==> config.mk <==
export PLATFORM = sky130hd
export DESIGN_NAME = fifo_wr_arbiter
export DESIGN_NICKNAME = d
export VERILOG_FILES = /design/src/rtl/fifo_arb_pkg.sv /design/src/rtl/fifo_wr_arbiter_rr_pick.sv /design/src/rtl/fifo_wr_arbiter.sv
export SDC_FILE = /design/constraint.sdc
export NUM_CORES = 1
export LEC_CHECK = 0
export BUFFER_PORTS_ARGS = -buffer_cell sky130_fd_sc_hd__buf_2
export CORE_MARGIN = 4
export CORE_UTILIZATION = 37
export DETAILED_ROUTE_END_ITERATION = 7
export PLACE_DENSITY_LB_ADDON = 0.25
export SYNTH_ARGS = -nofsm -noshare
export SYNTH_HDL_FRONTEND = slang
export SYNTH_HIERARCHICAL = 1
export SYNTH_SLANG_ARGS = --single-unit
==> constraint.sdc <==
create_clock -name clk -period 2.5 [get_ports clk]
set_input_delay 0.375 -clock clk [delete_from_list [all_inputs] [get_ports clk]]
set_output_delay 0.375 -clock clk [all_outputs]
set_load 0.005 [all_outputs]
==> src/rtl/fifo_arb_pkg.sv <==
// Shared types and helpers for the packet-aware FIFO write arbiter.
package fifo_arb_pkg;

  typedef enum logic {
    IDLE   = 1'b0,
    LOCKED = 1'b1
  } arb_state_e;

  localparam int DEFAULT_NUM_REQ = 4;
  localparam int DEFAULT_DATA_W  = 8;

  // Increment a round-robin pointer modulo n; works for non-power-of-two n.
  function automatic int next_ptr(input int ptr, input int n);
    if (ptr + 1 >= n) begin
      return 0;
    end
    return ptr + 1;
  endfunction

endpackage

==> src/rtl/fifo_wr_arbiter_rr_pick.sv <==
// Rotating-priority find-first: returns the first set request at or after ptr,
// wrapping modulo NUM_REQ. Purely combinational.
module rr_pick
  import fifo_arb_pkg::*;
#(
  parameter int NUM_REQ = DEFAULT_NUM_REQ,
  parameter int ID_W    = $clog2(NUM_REQ)
) (
  input  logic [NUM_REQ-1:0] req,
  input  logic [ID_W-1:0]    ptr,
  output logic               found,
  output logic [ID_W-1:0]    idx
);

  int              cand;
  logic [ID_W-1:0] cand_idx;

  // Walk the candidates from farthest to nearest so the nearest set bit wins.
  always_comb begin
    found    = 1'b0;
    idx      = '0;
    cand     = 0;
    cand_idx = '0;
    for (int k = NUM_REQ - 1; k >= 0; k--) begin
      cand     = (int'(ptr) + k) % NUM_REQ;
      cand_idx = ID_W'(cand);
      if (req[cand_idx]) begin
        found = 1'b1;
        idx   = cand_idx;
      end
    end
  end

endmodule

==> src/rtl/fifo_wr_arbiter.sv <==
// Packet-aware round-robin arbiter sharing one FIFO write port among NUM_REQ
// valid/ready producers. A winner keeps the port until its last beat is taken.
// Optional per-requester saturating beat counters: define FIFO_WR_ARB_STATS_EN.
module fifo_wr_arbiter
  import fifo_arb_pkg::*;
#(
  parameter int NUM_REQ = DEFAULT_NUM_REQ,
  parameter int DATA_W  = DEFAULT_DATA_W,
  parameter int ID_W    = $clog2(NUM_REQ)
`ifdef FIFO_WR_ARB_STATS_EN
  ,
  parameter int CNT_W   = 16
`endif
) (
  input  logic                      clk,
  input  logic                      rst_n,
  input  logic [NUM_REQ-1:0]        req_valid,
  input  logic [NUM_REQ-1:0]        req_last,
  input  logic [NUM_REQ*DATA_W-1:0] req_data,
  output logic [NUM_REQ-1:0]        req_ready,
  input  logic                      fifo_full,
  output logic                      fifo_wr_en,
  output logic [DATA_W-1:0]         fifo_wr_data,
  output logic                      grant_valid,
  output logic [ID_W-1:0]           grant_id
`ifdef FIFO_WR_ARB_STATS_EN
  ,
  output logic [NUM_REQ*CNT_W-1:0]  beat_cnt
`endif
);

  arb_state_e      state_q, state_d;
  logic [ID_W-1:0] rr_ptr_q, rr_ptr_d;
  logic [ID_W-1:0] owner_q, owner_d;

  logic              pick_found;
  logic [ID_W-1:0]   pick_idx;
  logic [ID_W-1:0]   winner;
  logic              has_winner;
  logic              accept;
  logic [DATA_W-1:0] req_data_arr [NUM_REQ];

  rr_pick #(
    .NUM_REQ (NUM_REQ),
    .ID_W    (ID_W)
  ) u_rr_pick (
    .req   (req_valid),
    .ptr   (rr_ptr_q),
    .found (pick_found),
    .idx   (pick_idx)
  );

  // Unpack the flat data bus so the winner's beat can be selected by index.
  always_comb begin
    for (int i = 0; i < NUM_REQ; i++) begin
      req_data_arr[i] = req_data[i*DATA_W +: DATA_W];
    end
  end

  // Pick the winner (owner when locked, else round-robin) and decide acceptance;
  // everything is forced quiet while reset is held.
  always_comb begin
    winner     = rr_ptr_q;
    has_winner = 1'b0;
    if (state_q == LOCKED) begin
      winner     = owner_q;
      has_winner = 1'b1;
    end else if (pick_found) begin
      winner     = pick_idx;
      has_winner = 1'b1;
    end
    accept = rst_n & has_winner & req_valid[winner] & ~fifo_full;
  end

  // Drive the FIFO and handshake outputs from the accept decision.
  always_comb begin
    req_ready         = '0;
    req_ready[winner] = accept;
    fifo_wr_en        = accept;
    fifo_wr_data      = accept ? req_data_arr[winner] : '0;
    grant_valid       = rst_n & has_winner;
    grant_id          = rst_n ? winner : '0;
  end

  // Next-state: a last beat releases the port and advances the pointer past the
  // winner; a non-last beat in IDLE locks the port to the winner.
  always_comb begin
    state_d  = state_q;
    rr_ptr_d = rr_ptr_q;
    owner_d  = owner_q;
    if (accept) begin
      if (req_last[winner]) begin
        state_d  = IDLE;
        rr_ptr_d = ID_W'(next_ptr(int'(winner), NUM_REQ));
      end else if (state_q == IDLE) begin
        state_d = LOCKED;
        owner_d = winner;
      end
    end
  end

  // Arbitration state registers; reset abandons any partial packet.
  always_ff @(posedge clk or negedge rst_n) begin
    if (!rst_n) begin
      state_q  <= IDLE;
      rr_ptr_q <= '0;
      owner_q  <= '0;
    end else begin
      state_q  <= state_d;
      rr_ptr_q <= rr_ptr_d;
      owner_q  <= owner_d;
    end
  end

`ifdef FIFO_WR_ARB_STATS_EN
  logic [CNT_W-1:0] beat_cnt_q [NUM_REQ];
  logic [CNT_W-1:0] beat_cnt_d [NUM_REQ];

  // Saturating per-requester accepted-beat counters.
  always_comb begin
    for (int i = 0; i < NUM_REQ; i++) begin
      beat_cnt_d[i] = beat_cnt_q[i];
      if (req_ready[i] && (beat_cnt_q[i] != '1)) begin
        beat_cnt_d[i] = beat_cnt_q[i] + 1'b1;
      end
    end
  end

  // Counter registers, cleared by reset.
  always_ff @(posedge clk or negedge rst_n) begin
    if (!rst_n) begin
      for (int i = 0; i < NUM_REQ; i++) begin
        beat_cnt_q[i] <= '0;
      end
    end else begin
      for (int i = 0; i < NUM_REQ; i++) begin
        beat_cnt_q[i] <= beat_cnt_d[i];
      end
    end
  end

  // Flatten counters onto the output bus.
  always_comb begin
    for (int i = 0; i < NUM_REQ; i++) begin
      beat_cnt[i*CNT_W +: CNT_W] = beat_cnt_q[i];
    end
  end
`endif

endmodule
==> impl_metrics.json <==
{
  "timing.hold.worst.class": "input pin to asynchronous set/reset pin",
  "synth_top_family_by_area": "multiplexers",
  "layout_setup_ws_ps": -211,
  "final_layout_size_suffix_gt1_share_pct": 67.3,
  "synth_top_cell_area_share_pct": 21.7,
  "timing_hold_violations_final": 0,
  "syn_inst": 85,
  "ir_worst_vdd_mv": 0.630,
  "synth_seq_cells": 5,
  "worst_clock_skew_ps": 8.00,
  "violations": "setup timing",
  "switchingPower_uw": 544,
  "post_synthesis_xor_xnor_area_fraction_pct": 0,
  "setup-violations-final": 15,
  "p_leak_nw": 0.754,
  "layout_worst_path_cycle_share_pct": 108,
  "worst_setup_path_end_kind": "output pin",
  "io_pins": 59,
  "postLayoutCellArea_sq_um": 1430,
  "timing.rr.end": "rr_ptr_q[1]",
  "antenna-diode-count": 0,
  "grt_pass1_vias": 963,
  "ctsLongestPathBuffers": 2,
  "setup_total_negative_slack_ps": -2440,
  "mappedNetlistNets": 132,
  "number_of_pins_with_negative_max_slew_slack_in_the_final_report": 0,
  "drtAntennaViolNets": 0,
  "dp_hpwl_um": 2370,
  "worst_pin_slew_ps": 392,
  "tritoncts.num_buffers": 3,
  "min_period_ps": 2710,
  "layout_common_cells": "sky130_fd_sc_hd__buf_2 (53), sky130_fd_sc_hd__buf_4 (17), sky130_fd_sc_hd__nor2_1 (9), sky130_fd_sc_hd__mux4_2 (9)",
  "part_of_the_power_in_combinational_logic_pct": 80.0,
  "synth_compound_area_share_pct": 12.2,
  "first_pass_iters": 4,
  "total_number_of_vias": 975,
  "std_cell_rows": 16,
  "wire_per_inst_um": 14.4,
  "p_seq_share_pct": 12.9,
  "reg2reg_from": "rr_ptr_q[1]",
  "drt_iter0_drc": 21,
  "status": "finished with violations",
  "pwr_density_cell_nw_per_um2": 925,
  "grt_pass1_wl_um": 4600,
  "clkSlewWorstSetupHoldPaths_ps": 50,
  "io_buffer_count": 58,
  "place_area_sq_um": 1260,
  "globalplace.congestion": 0.827,
  "die_w_um": 55.4,
  "critPathRequiredTime_ps": 2120,
  "dieArea_sq_um": 3070,
  "htree_levels": 1,
  "clockRootBuffer": "sky130_fd_sc_hd__clkbuf_4",
  "area.growth.synth_to_final_pct": 71.5,
  "relSlewSlack_pct": 73.1,
  "ys_seq_area_share_pct": 15.1,
  "num-nets-final": 213,
  "overall_overflow_remaining_after_global_route": 0,
  "clk-insertion-delay-late_ps": 240,
  "p_int_uw": 774,
  "layout_commonest_cell": "sky130_fd_sc_hd__buf_2",
  "rsz0062_at_grt": "true",
  "die_y_um": 55.4,
  "timing.critical_path.from_type": "flip-flop",
  "coreArea_sq_um": 2040,
  "number_of_antenna_violations_at_the_first_check_in_global_routing": 0,
  "crit_arrival_ps": 2340,
  "power.clock.fraction_pct": 7.1,
  "synthMuxAreaShare_pct": 40.8,
  "maximum_frequency_from_static_timing_analysis_mhz": 369,
  "worst_path_fanout_max": 10,
  "hold-worst-slack_ps": 478,
  "ys_warn_count": 6,
  "routed_wirelength_um": 2770,
  "r2r_setup_slk_ps": -20,
  "vias_per_cell": 5.08,
  "syn-cell-area_sq_um": 831,
  "initial_utilization_pct": 40.7,
  "cts.sink_count": 5,
  "sw_frac_of_total_pct": 41.3,
  "remaining_drc_errors": 0,
  "yosys.cell_types.count": 29,
  "tritoncts_clock_tree": "built",
  "gr-usage-all-layers_pct": 18.1,
  "reg2reg_depth": 11,
  "grt_max_degree": 11,
  "synth_area_per_cell_sq_um": 9.77,
  "ys_top_cells_by_area": "sky130_fd_sc_hd__mux4_2 (22%), sky130_fd_sc_hd__dfrtp_1 (15%), sky130_fd_sc_hd__and2_1 (9.0%), sky130_fd_sc_hd__mux2i_1 (8.4%), sky130_fd_sc_hd__ha_1 (6.0%)",
  "max_cap_viol_count": 0,
  "crit_type": "flip-flop to output pin",
  "synth_simple_gate_area_share_pct": 21.2,
  "synth_top_cell_by_area": "sky130_fd_sc_hd__mux4_2",
  "yosys.area_share.adder_pct": 6.02
}
[per-layer routing]
layer / vias up / global-route usage (%) / part of all wire [%]
met3: 4 / 3.26 / 6.4
li1: 475 / - / -
met1: 456 / 21.9 / 39
met4: 0 / 3.13 / 1.2
met2: 40 / 33.3 / 53
met5: - / 0 / 0
[area by class of cell]
class / count / area, sq um
Fill cell: 146 / 617
Timing Repair Buffer: 79 / 493
Inverter: 7 / 31.3
Tap cell: 27 / 33.8
Multi-Input combinational cell: 70 / 714
Sequential cell: 5 / 126
Clock buffer: 4 / 26.3
[cells by family (layout without fill, tap and decap cells)]
family / after synthesis / in the layout
AOI/OAI and AO/OA: 13 / 13
adders and majority gates: 4 / 4
buffers and inverters: 10 / 90
DFF: 5 / 5
muxes: 20 / 20
and+or+nand+nor: 33 / 33
[cell usage after synthesis]
library cell and count:
sky130_fd_sc_hd__mux2_1 1, sky130_fd_sc_hd__nand2_1 6, sky130_fd_sc_hd__a211oi_2 1, sky130_fd_sc_hd__nor3b_1 1, sky130_fd_sc_hd__mux4_1 1, sky130_fd_sc_hd__o211ai_1 1, sky130_fd_sc_hd__o21a_1 1, sky130_fd_sc_hd__nand2b_1 2
sky130_fd_sc_hd__o2bb2ai_1 1, sky130_fd_sc_hd__nor2_1 9, sky130_fd_sc_hd__ha_1 4, sky130_fd_sc_hd__mux2i_1 7, sky130_fd_sc_hd__inv_2 3, sky130_fd_sc_hd__mux2i_4 1, sky130_fd_sc_hd__o211a_2 1, sky130_fd_sc_hd__nor3b_2 1
sky130_fd_sc_hd__a21oi_1 1, sky130_fd_sc_hd__mux4_2 8, sky130_fd_sc_hd__a22oi_1 1, sky130_fd_sc_hd__nor2b_1 2, sky130_fd_sc_hd__mux2i_2 1, sky130_fd_sc_hd__inv_1 4, sky130_fd_sc_hd__dfrtp_1 5, sky130_fd_sc_hd__o21ai_0 1
sky130_fd_sc_hd__clkbuf_1 2, sky130_fd_sc_hd__mux2_4 1, sky130_fd_sc_hd__a211oi_1 5, sky130_fd_sc_hd__and2_1 12, sky130_fd_sc_hd__buf_2 1
[power groups by stage]
| stage | clock, mW | sequential, mW | combinational, mW |
|---|---|---|---|
| after floorplan | 0 | 0.157 | 0.617 |
| after global placement | 0 | 0.164 | 0.881 |
| after detailed placement | 0 | 0.166 | 0.911 |
| after CTS | 0.0960 | 0.165 | 0.971 |
| after global routing | 0.102 | 0.179 | 1.16 |
| final | 0.0930 | 0.170 | 1.05 |
[worst max-delay path by stage]
stage,from,end,slack [ps],depth (start not counted)
floorplan,rr_ptr_q[1],fifo_wr_data[0],4,9
global placement,req_valid[1],fifo_wr_data[3],-70,12
detailed placement,req_valid[3],owner_q[0],-120,9
CTS,rr_ptr_q[1],fifo_wr_data[4],-220,8
global route,rr_ptr_q[1],fifo_wr_data[0],-340,9
finish,rr_ptr_q[1],fifo_wr_data[4],-210,9
[timing repair]
item                                   4_1_cts  5_1_grt
endpoints found under the hold margin        5        0
hold buffers                                 1        0
pin swaps                                    1        3
setup endpoints to repair                   15       17
setup buffers                                3        1
cloned                                       0        0
gates resized for setup                      8       16
[registers in the layout (all words and copies together) (netlist names)]
name	cells
owner_q	2
rr_ptr_q	2
state_q	1
[stage by stage]
step	util (%)	worst slack, ps	power, mW	instances
detailed placement	61.8	-123	1.08	183
floorplan	-	3.74	0.775	85
finish	69.8	-211	1.32	192
CTS	65.9	-220	1.23	191
global route	69.8	-338	1.44	192
global placement	61.8	-68.6	1.04	183
[worst max-delay path, cell delays in order, from the launching register on]
cell and delay, ps:
sky130_fd_sc_hd__dfrtp_2 440, sky130_fd_sc_hd__nand2b_4 150, sky130_fd_sc_hd__a21oi_2 130, sky130_fd_sc_hd__a211oi_2 50, sky130_fd_sc_hd__mux2_4 300, sky130_fd_sc_hd__mux2i_4 210
sky130_fd_sc_hd__inv_6 100, sky130_fd_sc_hd__mux4_2 430, sky130_fd_sc_hd__and2_1 160, sky130_fd_sc_hd__buf_2 120
(Power assumes the default switching activity.)
